## src/rtl/gn_mdl_clock_mon.sv

```systemverilog
// gn_mdl_clock_mon
//   Receive-side frequency checker for a generated clock. mon_clk is sampled as
//   asynchronous data in the clk domain. Its rising edges are counted over fixed
//   windows of P_WINDOW clk cycles, and each completed window is graded against
//   [P_EXP_MIN, P_EXP_MAX]. A separate timeout flags a stopped clock.
//
//   Ports
//     clk        in   reference clock, all flops on rising edge
//     rst        in   asynchronous active-high reset
//     mon_clk    in   clock under test (async, must be slower than clk/2)
//     en         in   1 = measure back-to-back windows, 0 = idle
//     clr_err    in   single-cycle pulse that clears freq_err
//     meas_valid out  single-cycle pulse when meas_count/freq_ok update
//     meas_count out  edge count of the last completed window
//     freq_ok    out  last window count was inside the accepted range
//     freq_err   out  sticky out-of-range flag
//     clk_lost   out  no mon_clk edge for P_TIMEOUT clk cycles
module gn_mdl_clock_mon #(
    parameter int P_WINDOW  = 1000,
    parameter int P_EXP_MIN = 198,
    parameter int P_EXP_MAX = 202,
    parameter int P_TIMEOUT = 64,
    parameter int P_CNT_W   = 16
) (
    input  logic               clk,
    input  logic               rst,
    input  logic               mon_clk,
    input  logic               en,
    input  logic               clr_err,
    output logic               meas_valid,
    output logic [P_CNT_W-1:0] meas_count,
    output logic               freq_ok,
    output logic               freq_err,
    output logic               clk_lost
);

    localparam int WC_W = (P_WINDOW > 1) ? $clog2(P_WINDOW) : 1;
    localparam int TC_W = $clog2(P_TIMEOUT + 1);

    localparam logic [WC_W-1:0]    WIN_LAST = WC_W'(P_WINDOW - 1);
    localparam logic [TC_W-1:0]    TMO      = TC_W'(P_TIMEOUT);
    localparam logic [P_CNT_W-1:0] CNT_MAX  = '1;
    localparam logic [31:0]        EXP_MIN  = 32'(P_EXP_MIN);
    localparam logic [31:0]        EXP_MAX  = 32'(P_EXP_MAX);

    typedef enum logic [1:0] {
        ST_IDLE,
        ST_DISCARD,
        ST_MEASURE
    } state_t;

    state_t             state_q, state_d;
    logic               s1_q, s2_q, s3_q;
    logic [WC_W-1:0]    wcnt_q, wcnt_d;
    logic [P_CNT_W-1:0] ecnt_q, ecnt_d;
    logic [TC_W-1:0]    tcnt_q, tcnt_d;
    logic               meas_valid_q, meas_valid_d;
    logic [P_CNT_W-1:0] meas_count_q, meas_count_d;
    logic               freq_ok_q, freq_ok_d;
    logic               freq_err_q, freq_err_d;
    logic               clk_lost_q, clk_lost_d;

    logic               mon_edge;
    logic               active;
    logic               win_end;
    logic [P_CNT_W-1:0] ecnt_sum;
    logic               in_range;

    always_comb begin
        mon_edge = s2_q & ~s3_q;
        active   = en && (state_q != ST_IDLE);
        win_end  = active && (wcnt_q == WIN_LAST);
        // Count including this cycle's edge, saturating. On the window's last
        // cycle this is the final count, so an edge there lands in the ending window.
        ecnt_sum = (ecnt_q == CNT_MAX) ? CNT_MAX : ecnt_q + {{(P_CNT_W-1){1'b0}}, mon_edge};
        in_range = (32'(ecnt_sum) >= EXP_MIN) && (32'(ecnt_sum) <= EXP_MAX);

        state_d = state_q;
        if (!en) begin
            state_d = ST_IDLE;
        end else begin
            case (state_q)
                ST_IDLE:    state_d = ST_DISCARD;
                ST_DISCARD: if (win_end) state_d = ST_MEASURE;
                default:    state_d = ST_MEASURE;
            endcase
        end

        // Window/edge counters only run while actively measuring; leaving
        // that (en low or idle) drops any partial window.
        wcnt_d = '0;
        ecnt_d = '0;
        if (active && !win_end) begin
            wcnt_d = wcnt_q + WC_W'(1);
            ecnt_d = ecnt_sum;
        end

        tcnt_d = '0;
        if (active && !mon_edge) begin
            tcnt_d = (tcnt_q == TMO) ? TMO : tcnt_q + TC_W'(1);
        end
        clk_lost_d = active && (tcnt_d == TMO);

        meas_valid_d = win_end && (state_q == ST_MEASURE);
        meas_count_d = meas_valid_d ? ecnt_sum : meas_count_q;

        freq_ok_d = freq_ok_q;
        if (!en)               freq_ok_d = 1'b0;
        else if (meas_valid_d) freq_ok_d = in_range;

        // A new out-of-range result outranks a simultaneous clear.
        freq_err_d = freq_err_q;
        if (meas_valid_d && !in_range) freq_err_d = 1'b1;
        else if (clr_err)              freq_err_d = 1'b0;
    end

    always_ff @(posedge clk or posedge rst) begin
        if (rst) begin
            state_q      <= ST_IDLE;
            s1_q         <= 1'b0;
            s2_q         <= 1'b0;
            s3_q         <= 1'b0;
            wcnt_q       <= '0;
            ecnt_q       <= '0;
            tcnt_q       <= '0;
            meas_valid_q <= 1'b0;
            meas_count_q <= '0;
            freq_ok_q    <= 1'b0;
            freq_err_q   <= 1'b0;
            clk_lost_q   <= 1'b0;
        end else begin
            state_q      <= state_d;
            s1_q         <= mon_clk;
            s2_q         <= s1_q;
            s3_q         <= s2_q;
            wcnt_q       <= wcnt_d;
            ecnt_q       <= ecnt_d;
            tcnt_q       <= tcnt_d;
            meas_valid_q <= meas_valid_d;
            meas_count_q <= meas_count_d;
            freq_ok_q    <= freq_ok_d;
            freq_err_q   <= freq_err_d;
            clk_lost_q   <= clk_lost_d;
        end
    end

    assign meas_valid = meas_valid_q;
    assign meas_count = meas_count_q;
    assign freq_ok    = freq_ok_q;
    assign freq_err   = freq_err_q;
    assign clk_lost   = clk_lost_q;

endmodule

```

## config.mk

```make
export PLATFORM = sky130hd
export DESIGN_NAME = gn_mdl_clock_mon
export DESIGN_NICKNAME = d
export VERILOG_FILES = /design/src/rtl/gn_mdl_clock_mon.sv
export SDC_FILE = /design/constraint.sdc
export NUM_CORES = 1
export LEC_CHECK = 0
export CAP_MARGIN = 40
export CELL_PAD_IN_SITES_DETAIL_PLACEMENT = 1
export CELL_PAD_IN_SITES_GLOBAL_PLACEMENT = 1
export CORE_UTILIZATION = 45
export CTS_CLUSTER_SIZE = 40
export DETAILED_ROUTE_END_ITERATION = 6
export PLACE_DENSITY = 0.86
export SLEW_MARGIN = 20
export SYNTH_ARGS = -nofsm -noshare
export SYNTH_HDL_FRONTEND = slang
export SYNTH_SLANG_ARGS = --single-unit
```

## constraint.sdc

```tcl
create_clock -name clk -period 2.7 [get_ports clk]
set_clock_uncertainty 0.1 [all_clocks]
set_input_delay 0.54 -clock clk [delete_from_list [all_inputs] [get_ports clk]]
set_output_delay 0.54 -clock clk [all_outputs]
set_load 0.05 [all_outputs]
```

### Word-level counts from Yosys, hierarchy flattened

Cells that the tools add are included.

| storage, ports and cells | value |
|---|---|
| bits in registers | 58 |
| bits of input ports | 5 |
| output and inout bits | 20 |
| word-level logic and storage cells | 53 |

| operators by class | value |
|---|---|
| add/sub/neg operators | 3 |
| magnitude comparators | 2 |
| eq/ne operators | 8 |
| mux-type cells | 12 |
| bitwise logic cells | 2 |
| reduce and logical (&&, ||, !) cells | 14 |

Operators with widths:

| operator | number |
|---|---|
| 16-bit 2-to-1 mux | 2 |
| 16-bit by 1-bit adder with 16-bit output | 1 |
| 16-bit equality test (second input constant) | 1 |
| 16-bit by 8-bit >= comparator with 1-bit output (second input constant) | 1 |
| 16-bit by 8-bit <= comparator with 1-bit output (second input constant) | 1 |
| 7-bit equality test (second input constant) | 2 |
| 7-bit 2-to-1 mux | 2 |
| 10-bit by 1-bit adder with 10-bit output (second input constant) | 1 |
| 10-bit equality test (second input constant) | 1 |
| 10-bit 2-to-1 mux | 1 |
| 1-bit logical AND | 8 |
| 7-bit by 1-bit adder with 7-bit output (second input constant) | 1 |
| 1-bit 2-to-1 mux | 4 |
| 2-bit 2-to-1 mux | 2 |
| 2-bit one-hot mux with 2 select lines | 1 |
| 2-bit nonzero test | 2 |
| 1-bit zero test | 3 |
| 3-bit != test (second input constant) | 1 |
| 2-bit by 1-bit equality test with 1-bit output (second input constant) | 1 |
| 2-bit equality test (second input constant) | 1 |
| 2-bit zero test | 1 |
| 2-bit by 1-bit != test with 1-bit output (second input constant) | 1 |
| 1-bit bitwise AND | 1 |
| 1-bit inverter | 1 |

### Logic depth before layout (Yosys ltp)

Gate-level depths: netlist of run 1.

| depth | value |
|---|---|
| depth after elaboration | 9 |
| gate-level depth with buffers | 9 |
| gate-level depth less buffers | 8 |

### Worst setup path before layout of run 1

Ideal clock, no wire load.

| timing path | value |
|---|---|
| kind | register to register |
| start | register s2_q |
| end | register freq_err_q (netlist: freq_err) |
| library setup time | 135 ps |
| data arrival time | 1993 ps |
| required time | 2465 ps |
| slack | 472 ps |
| stages on the path, launching flop included | 10 |
| buffers on the path | 1 |
| period minus slack after synthesis | 2228 ps |
| path through | dfrtp_1 > nor2b_1 > ha_1 > ha_1 > buf_2 > nand2b_1 > a31o_1 > a221o_1 > nor4b_4 > a31oi_1 |

| on the way | value |
|---|---|
| longest elaborated chain between the ends | 8 |
| elaborated cells between the ends (all ways) | 10 |

RTL lines:

| element | line | source |
|---|---|---|
| from (decl) | 53 | `logic s1_q, s2_q, s3_q;` |
| from (signal assigned) | 134 | `s2_q <= s1_q;` |
| 1-bit bitwise AND (*) | 70 | `mon_edge = s2_q & ~s3_q;` |
| 16-bit by 1-bit adder with 16-bit output (*) | 75 | `ecnt_sum = (ecnt_q == CNT_MAX) ? CNT_MAX : ecnt_q + {{(P_CNT_W-1){1'b0}}, mon_edge};` |
| 16-bit 2-to-1 mux (*) | 75 |  |
| 16-bit by 8-bit >= comparator with 1-bit output or 16-bit by 8-bit <= comparator with 1-bit output (tied branches) | 76 | `in_range = (32'(ecnt_sum) >= EXP_MIN) && (32'(ecnt_sum) <= EXP_MAX);` |
| 1-bit logical AND (*) | 76 |  |
| 1-bit zero test (*) | 113 | `if (meas_valid_d && !in_range) freq_err_d = 1'b1;` |
| 1-bit logical AND (*) | 113 |  |
| 1-bit 2-to-1 mux or 2-bit nonzero test (tied branches) | n/a |  |
| to (signal assigned) | 142 | `freq_err_q <= freq_err_d;` |
| to (decl) | 60 | `logic freq_err_q, freq_err_d;` |

Every way passes the cells marked *; elsewhere a longest branch is shown, timed or not.
A chain may end at the register's enable or synchronous reset.

### Worst setup path in the final report of run 1

Ends and elaborated chain as after synthesis.

==> flow_metrics.py, run 1 <==
metrics = {
    "run_status": {
        "outcome": "finished, final reports clean",
    },
    "worst_setup_path": {
        "arrival_ps": 2570,
        "reg2reg_from": "s2_q",
        "cp-end-kind": "register",
        "setup.worst_path.start_class": "register",
        "crit-reg2reg-capture": "freq_err",
        "crit_end": "freq_err",
        "crit_type": "register to register",
        "path_common_cell": "ha_1",
        "critical_path_depth": 9,
        "cpMaxStageDelayCell": "dfrtp_1",
        "critical_path_buf_inv_count": 1,
        "critPathLaunch": "s2_q",
        "cp_top_family": "compound AO/OA/AOI/OAI gates",
        "regToRegSetupSlack_ps": 230,
        "reg2regPathDepth": 9,
        "critical_path_required_ps": 2800,
        "critPathMaxFanout": 9,
        "cp_cell_sequence": "nor2b_1 > ha_1 > ha_1 > buf_4 > nand2b_1 > a31o_1 > a221o_1 > nor4b_4 > a31oi_1",
        "max_stage_delay_ps": 370,
    },
    "synth": {
        "postSynthAreaPerCell_um2": 9.78,
        "synth_fa_ha_area_share_pct": 2.15,
        "ys.flop_type": "dfrtp_1",
        "syn_nets": 308,
        "synth_common_cells": "dfrtp_1, nor2_1, nand2_1",
        "synthMuxAreaShare_pct": 1.12,
        "synth_edf_count": 0,
        "seq_area_frac_synth_pct": 49.8,
        "synth_area_leaders": "dfrtp_1, nor2_1, nand2_1",
        "syn_area_mm2": 0.00292,
        "synth_warnings": 0,
        "synth_top_family_by_area": "simple AND/OR/NAND/NOR gates",
        "synth-xor-area-share_pct": 6.61,
        "synthArstFlopShare_pct": 100,
        "synth_top_area_share_pct": 49.8,
        "synthSimpleGateAreaFrac_pct": 28.0,
        "yosysUniqueCellTypes": 51,
        "synth.most_common_cell": "dfrtp_1",
        "synth-seq-cells": 58,
        "synth_compound_area_share_pct": 9.14,
        "yosys.area.top_type": "dfrtp_1",
        "postSynthCellCount": 298,
    },
    "global_route": {
        "gr-usage-met3_pct": 5.49,
        "antenna_found_initial": 0,
        "track_usage_pct": 24.3,
        "gr-max-usage-layer": "met2",
        "grt_overflow": 0,
        "use_met1_pct": 30.8,
        "met2_usage_pct": 39.4,
        "grt_pass1_vias": 2433,
        "grt_pass1_wl_um": 11900,
        "grt_max_degree": 59,
    },
    "cts": {
        "clk_latency_ps": 340,
        "cts_sinks": 58,
        "cts_setup_buffers": 0,
        "cts_buffers": 9,
        "cts_tree": "yes",
        "cts_buffer_depth": 2,
        "clkTransAtPathRegs_ps": 60,
        "h-tree-depth": 3,
        "cts-root-buf": "clkbuf_8",
    },
    "cells_and_area": {
        "antenna_cells": 0,
        "finalInstanceArea_mm2": 0.00344,
        "fin_util_pct": 56.5,
        "syn_to_final_growth_pct": 18.2,
        "drive_gt1_share_pct": 12.0,
        "final_nets": 338,
        "finalNonFillerCells": 408,
    },
    "detailed_routing": {
        "wire_per_inst_um": 17.4,
        "drt_wl_total_um": 7110,
        "vias": 2329,
        "drtAntennaViolNets": 0,
        "first_pass_iters": 4,
        "drtIter0Drc": 114,
        "drc_errors": 0,
        "via_per_inst": 5.71,
    },
    "placed_design": {
        "hpwl_um": 5130,
        "place_congestion": 0.929,
        "placed_cells": 392,
        "place_area_mm2": 0.00326,
        "port_buffers": 24,
    },
    "sta": {
        "hold_viol": 0,
        "tightest_slew_ps": 651,
        "rsz0062_at_grt": "false",
        "fin_crit_ps": 2470,
        "slew_violations": 0,
        "max_slew_margin_pct": 56.4,
        "setup_violations": 0,
        "period_share_pct": 91.4,
        "timing.fmax_mhz": 405,
        "fin_tns_setup_ps": 0,
        "hold_ws_ps": 274,
    },
    "power": {
        "irDropWorstVdd_uv": 423,
        "power.density_mw_per_mm2": 487,
        "leakagePower_nw": 1.51,
    },
    "floorplan": {
        "coreArea_mm2": 0.00610,
        "dieArea_mm2": 0.00680,
        "die_h_um": 82.5,
        "start_util_pct": 47.8,
        "io_pins": 25,
        "die_width_um": 82.5,
        "num_rows": 28,
    },
    "run": {
        "cap_viol_max_count": 0,
    },
    "hold_path": {
        "holdCritPathClass": "register to register",
    },
}
[power breakdown]
group	total (W)	switching, W	internal [W]	leakage [nW]
Clock	0.000744	0.000338	0.000406	0.0965
Combinational	0.0000538	0.0000362	0.0000176	0.611
Sequential	0.000880	0.00000486	0.000875	0.799
[worst register-to-register path, cell delays in order (launching register included)]
cell      delay, ps
dfrtp_1         370
nor2b_1         160
ha_1            200
ha_1            210
buf_4           170
nand2b_1        150
a31o_1          220
a221o_1         360
nor4b_4         250
a31oi_1         130
[per-layer routing]
metal,vias up,routed length (µm)
met5,-,0
met4,0,143
met3,16,232
met2,46,3390
met1,1173,3350
li1,1094,-
[layout make-up]
type / instances / area [µm²]
sequential: 58 / 1450
tap: 75 / 93.8
timing repair buffer: 32 / 313
inverter: 7 / 26.3
multi-input combinational: 220 / 1380
clock buffer: 14 / 173
fill: 697 / 2650
clock inverter: 2 / 10.0
[how the worst min path moves through the flow]
stage | to | slack (ps) | start | cells past startpoint
floorplan | s2_q | 230 | s1_q | 0
global placement | s3_q | 250 | s2_q | 0
detailed placement | s2_q | 250 | s1_q | 0
CTS | s3_q | 270 | s2_q | 0
global route | s3_q | 280 | s2_q | 0
finish | s3_q | 270 | s2_q | 0
[per-stage QoR]
stage,setup WS [ps],power (W)
floorplan,472,0.000926
global placement,353,0.000950
detailed placement,210,0.000952
CTS,154,0.00171
global route,74.9,0.00174
finish,233,0.00168
[placed cells by master (no fill, tap or decap), types with 3 or more instances in the layout]
cell / count
xnor2_1: 11
nand2_1: 28
nand4_1: 5
clkdlybuf4s50_1: 24
dfrtp_1: 58
a21oi_1: 4
nand3b_1: 3
or3_1: 4
nor2b_1: 5
nor4_1: 5
nand3_1: 10
nor2_1: 55
nor3_1: 5
ha_1: 5
nand2b_1: 3
and2_1: 4
xor2_1: 11
o21ai_0: 17
buf_4: 7
inv_1: 6
and3_1: 4
and4_1: 3
clkbuf_8: 12
[registers in the layout, summed over array words and instances, names as in the netlist, 2 cells and up]
register,cells
ecnt_q,16
meas_count,16
wcnt_q,10
tcnt_q,7
state_q,2
[cell families after synthesis]
kind of cell / count (synthesis)
flip-flops: 58
buffers and inverters: 20
adder cells (fa/ha/maj): 5
XOR/XNOR: 22
AND/OR/NAND/NOR: 149
AO/OA/AOI/OAI: 41
multiplexers: 3
[repair_timing]
| action | CTS | global route |
|---|---|---|
| gates resized for setup | 0 | 1 |
| setup endpoints to repair | 0 | 2 |
| hold buffers | 0 | 0 |
Power figures use the tool's default switching activity.
==> run 2, diff against run 1 <==
==> constraint.sdc (replaced) <==
create_clock -name clk -period 2.5 [get_ports clk]
set_clock_uncertainty 0.1 [all_clocks]
set_input_delay 0.5 -clock clk [delete_from_list [all_inputs] [get_ports clk]]
set_output_delay 0.5 -clock clk [all_outputs]
set_load 0.05 [all_outputs]
==> flow_metrics.py, run 2 (synthesized netlist as in run 1, its figures left out) <==
metrics = {
    "sta": {
        "slew_violations": 0,
        "fin_crit_ps": 2390,
        "setup_violations": 0,
        "hold_viol": 0,
        "period_share_pct": 95.4,
        "tightest_slew_ps": 656,
        "fin_tns_setup_ps": 0,
        "rsz0062_at_grt": "false",
        "max_slew_margin_pct": 55.9,
        "hold_ws_ps": 294,
        "timing.fmax_mhz": 419,
    },
    "placed_design": {
        "port_buffers": 24,
        "hpwl_um": 5560,
        "place_congestion": 0.903,
    },
    "floorplan": {
        "die_h_um": 82.5,
        "dieArea_mm2": 0.00680,
        "io_pins": 25,
        "start_util_pct": 47.8,
        "coreArea_mm2": 0.00610,
        "die_width_um": 82.5,
        "num_rows": 28,
    },
    "global_route": {
        "grt_pass1_wl_um": 12100,
        "grt_pass1_vias": 2397,
        "grt_max_degree": 29,
        "track_usage_pct": 24.9,
        "grt_overflow": 0,
        "antenna_found_initial": 0,
    },
    "worst_setup_path": {
        "arrival_ps": 2520,
        "crit_type": "register to register",
        "regToRegSetupSlack_ps": 110,
        "setup.worst_path.start_class": "register",
        "cp_top_family": "simple AND/OR/NAND/NOR gates",
        "cp_cell_sequence": "nor2b_1 > ha_1 > ha_2 > nand3_2 > or3_1 > a32oi_1 > nor4b_4 > a31o_1",
        "max_stage_delay_ps": 390,
        "cpMaxStageDelayCell": "or3_1",
        "critPathMaxFanout": 8,
        "critical_path_required_ps": 2640,
        "critical_path_buf_inv_count": 0,
        "cp-end-kind": "register",
    },
    "cells_and_area": {
        "final_nets": 346,
        "antenna_cells": 0,
        "fin_util_pct": 57.4,
        "multi_input_area_mm2": 0.00138,
        "regArea_mm2": 0.00145,
        "layout_commonest_cell": "dfrtp_1",
        "final_cell_mix": "dfrtp_1, nor2_1, nand2_1, clkdlybuf4s50_1, o21ai_0",
        "fillerInstances": 704,
        "drive_gt1_share_pct": 15.0,
        "syn_to_final_growth_pct": 20.0,
    },
    "detailed_routing": {
        "first_pass_iters": 4,
        "wire_per_inst_um": 17.9,
        "drc_errors": 0,
        "drtIter0Drc": 109,
        "vias": 2361,
        "drt_wl_total_um": 7450,
        "via_per_inst": 5.68,
        "drtAntennaViolNets": 0,
    },
    "power": {
        "irDropWorstVdd_uv": 343,
        "power.density_mw_per_mm2": 509,
        "leakagePower_nw": 1.53,
        "power_w": 0.00178,
    },
    "cts": {
        "clkTransAtPathRegs_ps": 70,
        "cts_setup_buffers": 0,
        "cts_buffers": 9,
        "cts_tree": "yes",
        "h-tree-depth": 3,
        "cts_buffer_depth": 2,
        "cts-root-buf": "clkbuf_8",
        "clk_latency_ps": 350,
        "cts_sinks": 58,
    },
    "run": {
        "cap_viol_max_count": 0,
    },
    "hold_path": {
        "holdCritPathClass": "register to register",
    },
    "run_status": {
        "outcome": "finished, final reports clean",
    },
}
-- run 2: cell count changes in the layout (fill, tap and decap cells not counted) --
| cell | change |
|---|---|
| clkbuf_1 | -1 |
| ha_2 | +1 |
| buf_4 | +8 |
| clkinvlp_4 | +2 |
| and2_1 | -1 |
| ha_1 | -1 |
| and2_2 | +1 |
| clkinv_2 | +1 |
| clkbuf_8 | -2 |
-- run 2: routing by layer --
layer | up-vias | GRT usage [%] | part of all wire, % | wire [µm]
li1 | 1114 | - | - | -
met1 | 1196 | 31.0 | 46 | 3400
met2 | 42 | 41.7 | 49 | 3680
met3 | 9 | 7.58 | 3.8 | 285
met4 | 0 | 7.07 | 1.0 | 77
met5 | - | 0 | 0 | 0
-- run 2: worst paths after layout --
check / startpoint / endpoint / depth (start not counted)
hold / removal: s2_q / s3_q / 0
min in group asynchronous: rst / meas_count[12] / 2
max in group asynchronous: rst / ecnt_q[8] / 3
setup / recovery: s2_q / freq_ok / 8
setup reg to reg: s2_q / freq_ok / 8
hold reg to reg: s2_q / s3_q / 0
-- run 2: where the power goes --
part           internal [W]  leakage [nW]  switching (W)
Sequential         0.000945         0.799     0.00000554
Combinational     0.0000201         0.646      0.0000408
Clock              0.000381        0.0851       0.000386
Total               0.00135          1.53       0.000433
-- run 2: per-stage QoR --
stage	setup slack [ps]	cells	instance area (µm²)
after floorplan	272	298	2920
after global placement	150	400	3320
after detailed placement	5.98	400	3320
after CTS	66.1	416	3490
after global routing	15.5	416	3500
final	115	416	3500
-- run 2: cell type report --
class                   count  share of cell area [%]
clock buffers              11                    4.04
clock inverters             5                   0.859
inverters                   7                   0.751
multi-input cells         220                    39.5
flip-flops and latches     58                    41.5
well taps                  75                    2.68
repair buffers             40                    10.7
-- run 2: worst reg2reg max path, delay by kind of cell, from the launching register on --
family	cells	cell delay [ps]
and+or+nand+nor	4	880
adders and majority gates	2	490
AOI/OAI and AO/OA	2	460
DFF	1	350
-- run 2: repair_timing --
action                                 in CTS  in global routing
setup endpoints to repair                   1                  2
hold buffers                                0                  0
endpoints found under the hold margin       0                  0
resized for setup                           1                  2
==> run 3, diff against run 2 <==
--- a/config.mk
+++ b/config.mk
@@ -8,10 +8,11 @@
 export CAP_MARGIN = 40
 export CELL_PAD_IN_SITES_DETAIL_PLACEMENT = 1
 export CELL_PAD_IN_SITES_GLOBAL_PLACEMENT = 1
-export CORE_UTILIZATION = 45
+export CORE_UTILIZATION = 40
+export CTS_BUF_LIST = sky130_fd_sc_hd__clkbuf_4 sky130_fd_sc_hd__clkbuf_8 sky130_fd_sc_hd__clkbuf_16
 export CTS_CLUSTER_SIZE = 40
 export DETAILED_ROUTE_END_ITERATION = 6
-export PLACE_DENSITY = 0.86
+export PLACE_DENSITY = 0.79
 export SLEW_MARGIN = 20
 export SYNTH_ARGS = -nofsm -noshare
 export SYNTH_HDL_FRONTEND = slang
==> flow_metrics.py, run 3 (synthesized netlist as in run 1, its figures left out) <==
metrics = {
    "run_status": {
        "outcome": "finished, final reports clean",
    },
    "hold_path": {
        "holdCritPathClass": "register to register",
    },
    "cells_and_area": {
        "fin_util_pct": 50.8,
        "finalInstanceArea_mm2": 0.00351,
        "multi_input_area_mm2": 0.00138,
        "fillerInstances": 809,
        "final_nets": 344,
        "final_cell_mix": "dfrtp_1, nor2_1, nand2_1, clkdlybuf4s50_1, o21ai_0",
        "syn_to_final_growth_pct": 20.4,
        "antenna_cells": 0,
        "layout_commonest_cell": "dfrtp_1",
        "regArea_mm2": 0.00145,
        "finalNonFillerCells": 434,
        "drive_gt1_share_pct": 14.5,
    },
    "placed_design": {
        "placed_cells": 419,
        "hpwl_um": 5100,
        "place_area_mm2": 0.00333,
        "port_buffers": 24,
        "place_congestion": 0.822,
    },
    "worst_setup_path": {
        "cp-end-kind": "register",
        "critPathMaxFanout": 8,
        "critical_path_required_ps": 2630,
        "setup.worst_path.start_class": "register",
        "arrival_ps": 2470,
        "crit_type": "register to register",
    },
    "sta": {
        "fin_tns_setup_ps": 0,
        "period_share_pct": 93.6,
        "hold_viol": 0,
        "timing.fmax_mhz": 427,
        "setup_violations": 0,
        "tightest_slew_ps": 650,
        "slew_violations": 0,
        "max_slew_margin_pct": 56.2,
        "fin_crit_ps": 2340,
    },
    "floorplan": {
        "start_util_pct": 42.2,
        "die_h_um": 87.4,
        "die_width_um": 87.4,
        "io_pins": 25,
        "dieArea_mm2": 0.00763,
        "num_rows": 30,
        "coreArea_mm2": 0.00691,
    },
    "run": {
        "cap_viol_max_count": 0,
    },
    "power": {
        "leakagePower_nw": 1.53,
        "irDropWorstVdd_uv": 301,
        "power.density_mw_per_mm2": 506,
    },
    "cts": {
        "h-tree-depth": 3,
        "cts_buffer_depth": 2,
        "cts_sinks": 58,
        "clk_latency_ps": 340,
        "cts_tree": "yes",
        "clkTransAtPathRegs_ps": 60,
        "cts-hold-fix-buffers": 0,
        "cts-root-buf": "clkbuf_8",
        "cts_buffers": 9,
    },
    "global_route": {
        "grt_pass1_vias": 2364,
        "track_usage_pct": 21.0,
        "grt_pass1_wl_um": 11900,
        "grt_overflow": 0,
        "antenna_found_initial": 0,
        "grt_max_degree": 59,
    },
    "detailed_routing": {
        "drtIter0Drc": 88,
        "wire_per_inst_um": 16.0,
        "vias": 2306,
        "drtAntennaViolNets": 0,
        "drt_wl_total_um": 6960,
        "via_per_inst": 5.31,
        "drc_errors": 0,
        "first_pass_iters": 4,
    },
}
run 3: changes by cell type in the layout (fill, tap and decap cells not counted), sizes merged:
cell,change
buf,-2
clkbuf,+1
clkinvlp,-2
run 3: layer usage:
metal | track usage [%] | wire [µm] | up-vias
li1 | - | - | 1106
met1 | 26.8 | 3280 | 1142
met2 | 33.5 | 3310 | 47
met3 | 5.50 | 255 | 11
met4 | 9.39 | 121 | 0
met5 | 0 | 0 | -
run 3: worst paths after layout:
path / start / endpoint / slack [ps] / depth (start not counted)
setup / recovery: s2_q / freq_ok / 160 / 8
hold / removal: s2_q / s3_q / 280 / 0
hold reg to reg: s2_q / s3_q / 280 / 0
min in group asynchronous: rst / wcnt_q[7] / 440 / 3
setup reg to reg: s2_q / freq_ok / 160 / 8
max in group asynchronous: rst / ecnt_q[12] / 1610 / 3
run 3: layout make-up:
class / count / share of cell area (%)
Inverter: 7 / 0.748
Clock buffer: 12 / 4.53
Clock inverter: 3 / 0.428
Timing Repair Buffer: 38 / 10.2
Sequential cell: 58 / 41.3
Tap cell: 96 / 3.42
Multi-Input combinational cell: 220 / 39.3
run 3: power by group:
group / internal (W) / switching [W]
Sequential: 0.000946 / 0.00000531
Clock: 0.000414 / 0.000355
Combinational: 0.0000179 / 0.0000388
Total: 0.00138 / 0.000399
run 3: critical path, cell delays in order (launching register included):
cell	delay, ps
dfrtp_1	340
nor2b_1	210
ha_1	210
ha_2	270
nand3_2	170
or3_1	380
a32oi_1	270
nor4b_4	90
a31o_1	190
run 3: what timing repair did:
item / 4_1_cts / 5_1_grt
endpoints found under the setup margin: 0 / 2
resized for setup: 0 / 3
endpoints found under the hold margin: 0 / 0
setup buffers: 0 / 0
run 3: through the flow:
stage	power (W)	hold slack, ps	setup WS (ps)
finish	0.00178	280	160
global route	0.00184	296	-4.28
CTS	0.00180	280	90.7
detailed placement	0.00103	261	111
global placement	0.00103	252	193
floorplan	0.00100	231	272
